<file path="config.mk">
export PLATFORM = sky130hd
export DESIGN_NAME = dmem_arbiter
export DESIGN_NICKNAME = d
export VERILOG_FILES = /design/src/rtl/dmem_arbiter.sv
export SDC_FILE = /design/constraint.sdc
export NUM_CORES = 1
export LEC_CHECK = 0
export CORE_MARGIN = 2
export CORE_UTILIZATION = 30
export DETAILED_ROUTE_END_ITERATION = 16
export PLACE_DENSITY = 0.73
export SLEW_MARGIN = 10
export SYNTH_ARGS = -nofsm -noshare
export SYNTH_HDL_FRONTEND = slang
export SYNTH_SLANG_ARGS = --single-unit
</file>
<file path="constraint.sdc">
create_clock -name clk_i -period 3.82 [get_ports clk_i]
set_input_delay 0.573 -clock clk_i [delete_from_list [all_inputs] [get_ports clk_i]]
set_output_delay 0.573 -clock clk_i [all_outputs]
set_load 0.01 [all_outputs]
</file>
<file path="src/rtl/dmem_arbiter.sv">
// Two-master Data Memory arbiter for core and debug module, with starvation relief and 1-cycle responses.
// Optional DMEM_ARB_RANGE_CHECK_EN rejects debug accesses at or above DM_ADDR_LIMIT with an error response.
module dmem_arbiter #(
  parameter int unsigned ADDR_W        = 32,
  parameter int unsigned STARVE_LIMIT  = 4,
  parameter logic [31:0] DM_ADDR_LIMIT = 32'h0000_0400
) (
  input  logic              clk_i,
  input  logic              reset_i,
  input  logic              core_req_i,
  input  logic              core_we_i,
  input  logic [ADDR_W-1:0] core_addr_i,
  input  logic [31:0]       core_wdata_i,
  output logic              core_gnt_o,
  output logic              core_rvalid_o,
  output logic [31:0]       core_rdata_o,
  input  logic              dm_req_i,
  input  logic              dm_we_i,
  input  logic [ADDR_W-1:0] dm_addr_i,
  input  logic [31:0]       dm_wdata_i,
  output logic              dm_gnt_o,
  output logic              dm_rvalid_o,
  output logic [31:0]       dm_rdata_o,
  output logic              dm_err_o,
  input  logic              core_halted_i,
  output logic              mem_read_o,
  output logic              mem_write_o,
  output logic [ADDR_W-1:0] mem_addr_o,
  output logic [31:0]       mem_wdata_o,
  input  logic [31:0]       mem_rdata_i
);

  localparam logic [3:0]        STARVE_MAX = 4'(STARVE_LIMIT);
  localparam logic [ADDR_W-1:0] DM_LIMIT   = ADDR_W'(DM_ADDR_LIMIT);
`ifdef DMEM_ARB_RANGE_CHECK_EN
  localparam bit RANGE_CHECK = 1'b1;
`else
  localparam bit RANGE_CHECK = 1'b0;
`endif

  typedef enum logic [1:0] {OWN_IDLE, OWN_CORE, OWN_DM} owner_e;

  owner_e      owner_q, owner_d;
  logic [3:0]  starve_cnt, starve_d;
  logic [31:0] core_rdata_q, dm_rdata_q;
  logic        dm_err_q;
  logic        dm_wins, core_gnt, dm_gnt, dm_oob;

  always_comb begin
    // NOTE: every combinational output gets a default first so no path leaves it unassigned (no latches).
    mem_read_o  = 1'b0;
    mem_write_o = 1'b0;
    mem_addr_o  = '0;
    mem_wdata_o = '0;
    owner_d     = OWN_IDLE;
    starve_d    = starve_cnt;

    dm_wins  = dm_req_i && (core_halted_i || !core_req_i || (starve_cnt == STARVE_MAX));
    // Grants are gated by reset so nothing reaches memory while reset is held.
    dm_gnt   = reset_i && dm_wins;
    core_gnt = reset_i && core_req_i && !dm_wins;
    dm_oob   = RANGE_CHECK && (dm_addr_i >= DM_LIMIT);

    if (core_gnt) begin
      owner_d     = OWN_CORE;
      mem_read_o  = !core_we_i;
      mem_write_o = core_we_i;
      mem_addr_o  = core_addr_i;
      mem_wdata_o = core_wdata_i;
    end else if (dm_gnt) begin
      owner_d     = OWN_DM;
      mem_addr_o  = dm_addr_i;
      mem_wdata_o = dm_wdata_i;
      if (!dm_oob) begin
        mem_read_o  = !dm_we_i;
        mem_write_o = dm_we_i;
      end
    end

    if (!dm_req_i || dm_gnt) begin
      starve_d = 4'd0;
    end else if (starve_cnt < STARVE_MAX) begin
      starve_d = starve_cnt + 4'd1;
    end
  end

  // NOTE: sequential state uses non-blocking assignments so all registers update from pre-edge values.
  always_ff @(posedge clk_i or negedge reset_i) begin
    if (!reset_i) begin
      owner_q      <= OWN_IDLE;
      starve_cnt   <= 4'd0;
      core_rdata_q <= 32'h0;
      dm_rdata_q   <= 32'h0;
      dm_err_q     <= 1'b0;
    end else begin
      owner_q    <= owner_d;
      starve_cnt <= starve_d;
      dm_err_q   <= dm_gnt && dm_oob;
      if (core_gnt) begin
        core_rdata_q <= core_we_i ? 32'h0 : mem_rdata_i;
      end
      if (dm_gnt) begin
        dm_rdata_q <= (dm_we_i || dm_oob) ? 32'h0 : mem_rdata_i;
      end
    end
  end

  assign core_gnt_o    = core_gnt;
  assign dm_gnt_o      = dm_gnt;
  assign core_rvalid_o = (owner_q == OWN_CORE);
  assign dm_rvalid_o   = (owner_q == OWN_DM);
  assign core_rdata_o  = core_rdata_q;
  assign dm_rdata_o    = dm_rdata_q;
  assign dm_err_o      = dm_err_q;

endmodule

</file>
==> results.toml <==
[logic_synthesis]
synth_edf_count = 0
synth-main-ff-cell = "dfrtp_1"
syn_avg_cell_area_um2 = 9.90
synth_seq_area_share_pct = 41.2
syn-num-nets = 599
netlist_area_um2 = 4260
async_flop_share_pct = 100
yosys_warnings = 0
ys_types = 29
synth_seq_cells = 70
netlist_instances = 430

[setup_path]
cp-end-kind = "primary output"
reg2reg_setup_slack_ns = 1.87
r2r_cells = 6
r2r_end = "core_rdata_o[0]$_DFFE_PN0P_"
worstPathBufferInverterCount = 3
path_max_fanout = 66
crit_family = "buffers and inverters"
worstPathArrival_ns = 2.85
crit_chain = "inv_1, ha_1, and3b_1, o21ai_4, buf_12, mux2i_1, clkdlybuf4s50_1"
worstPathRequired_ns = 3.25
cp-start-kind = "register"
critPathKind = "reg -> out"
cp_slowest_cell = "clkdlybuf4s50_1"
critPathMaxStageDelay_ns = 0.63
r2r_start = "starve_cnt[0]$_DFFE_PN0P_"

[cts]
path_clk_slew_ns = 0.06
cts_num_sinks = 70
cts_tree = "built"
htreeDepth = 3
hold_buffers = 0
cts_root_buf = "clkbuf_16"
cts_buffer_depth = 2
insertion_delay_ns = 0.33
cts_buffers = 9
ctsResizeCount = 0
cts_setup_buffers = 0

[floorplan]
die_area_um2 = 15200
initial_core_util_pct = 30.7
dieHeight_um = 123
die_w_um = 123
coreArea_um2 = 13900
ioPinCount = 302
rows = 43

[placed_design]
post-place-ws_ns = 0.432
placed_area_um2 = 7410
dp_hpwl_um = 12500
gp_congestion = 0.861
portBuffers = 300

[finish]
num_antenna_cells = 0
stdcell_area_um2 = 7690
nets = 883
area_growth_pct = 80.6
drive_above_1_share_pct = 9.04
final_cell_mix = "clkdlybuf4s50_1 (299), nand2_1 (132), dfrtp_1 (70)"
layout_commonest_cell = "clkdlybuf4s50_1"

[detailed_routing]
dr_total_vias = 4242
first_pass_iters = 4
drtAntennaViolNets = 0
vias_per_cell = 4.72
drc = 0
routed_wl_um = 16600
routedWlPerCell_um = 18.5
initialDrtViolationCount = 191

[timing]
tns_ns = 0
setup_ws_ns = 0.396
hold_violations = 0
worst_pin_slew_ns = 0.607
max_clock_freq_ghz = 0.292
maxSlewHeadroom_pct = 59.5
drv_slew = 0
setup_viol = 0
fin_skew_ns = 0.00980
period_share_pct = 89.6
rsz0062_at_grt = "false"
fin_crit_ns = 3.42

[run]
cap_violations = 0

[global_route]
grt_max_degree = 68
grt_overflow = 0
track_usage_pct = 21.1
grt_pass1_wl_um = 24400
first_global_vias = 4386
antenna_found_initial = 0

[outcome]
status = "completed"

[power]
peakVddDrop_mv = 0.266
total_power_mw = 2.56
p_per_area_nw_per_um2 = 333
p_leak_nw = 3.42

[worst_hold_path]
hp-class = "in -> async"
state kept, by name, indices dropped and copies added, names as in the netlist:
signal        cells
core_rdata_o     32
dm_rdata_o       32
starve_cnt        4
owner_q           2
worst max path at each step:
stage / slack (ns) / start / depth (start not counted) / end
after global routing: 0.26 / starve_cnt[0]$_DFFE_PN0P_ / 7 / mem_wdata_o[1]
final: 0.40 / starve_cnt[0]$_DFFE_PN0P_ / 7 / mem_wdata_o[1]
after CTS: 0.40 / starve_cnt[0]$_DFFE_PN0P_ / 7 / mem_wdata_o[1]
after detailed placement: 0.43 / core_halted_i / 6 / mem_addr_o[8]
after global placement: 0.45 / core_halted_i / 6 / mem_wdata_o[21]
after floorplan: 1.52 / starve_cnt[0]$_DFFE_PN0P_ / 7 / mem_addr_o[0]
cell usage after synthesis, types with 2 or more instances:
| cell | n | area, um^2 |
|---|---|---|
| buf_4 | 5 | 37.5 |
| mux2_4 | 29 | 435 |
| mux2_2 | 3 | 33.8 |
| a22o_1 | 32 | 280 |
| nor3_1 | 4 | 20.0 |
| inv_1 | 7 | 26.3 |
| dfrtp_1 | 70 | 1750 |
| ha_1 | 2 | 25.0 |
| buf_6 | 3 | 33.8 |
| mux2i_1 | 66 | 661 |
| clkbuf_1 | 15 | 56.3 |
| buf_2 | 12 | 60.1 |
| nor2b_1 | 35 | 219 |
| nand2_1 | 132 | 495 |
layout make-up:
| class | count | area, um^2 |
|---|---|---|
| repair buffers | 309 | 3090 |
| inverters | 8 | 30.0 |
| flip-flops and latches | 70 | 1750 |
| clock inverters | 7 | 55.1 |
| fillers | 1215 | 6190 |
| clock buffers | 9 | 225 |
| well taps | 180 | 225 |
| multi-input cells | 316 | 2310 |
metrics by stage:
step,std cells,utilization [%],hold WS (ns)
4_1_cts,899,55.4,0.180
6_report,899,55.4,0.191
5_1_grt,899,55.4,0.201
2_1_floorplan,430,-,0.277
3_3_place_gp,883,53.4,0.488
3_5_place_dp,883,53.4,0.491
where the power goes:
| part | internal [mW] | switching (mW) | leakage (nW) |
|---|---|---|---|
| sequential | 0.840 | 0.0606 | 0.913 |
| combinational | 0.555 | 0.336 | 2.38 |
| clock | 0.445 | 0.322 | 0.133 |
kinds of logic after synthesis:
logic type / share of synthesized area (%)
flops: 41.2
fa+ha+maj: 0.588
buf+inv: 5.20
simple gates: 18.0
mux: 26.5
xor+xnor: 0.206
compound gates: 8.20
other cells: 0.0881
routing by layer:
layer | up-vias | wire (um) | track usage [%] | share of wire, %
met5 | - | 0 | 0 | 0
met1 | 2008 | 6730 | 25.4 | 40
met3 | 34 | 1450 | 6.46 | 8.7
li1 | 2005 | - | - | -
met4 | 0 | 516 | 8.59 | 3.1
met2 | 195 | 7920 | 35.2 | 48
worst register-to-register path, stage by stage (launching register included):
cell and delay, ns:
dfrtp_1 0.39, inv_1 0.06, ha_1 0.23, nand2_1 0.08, o311a_2 0.16, buf_4 0.50, mux2_2 0.42
No activity file was read; power rests on OpenSTA's default activity.
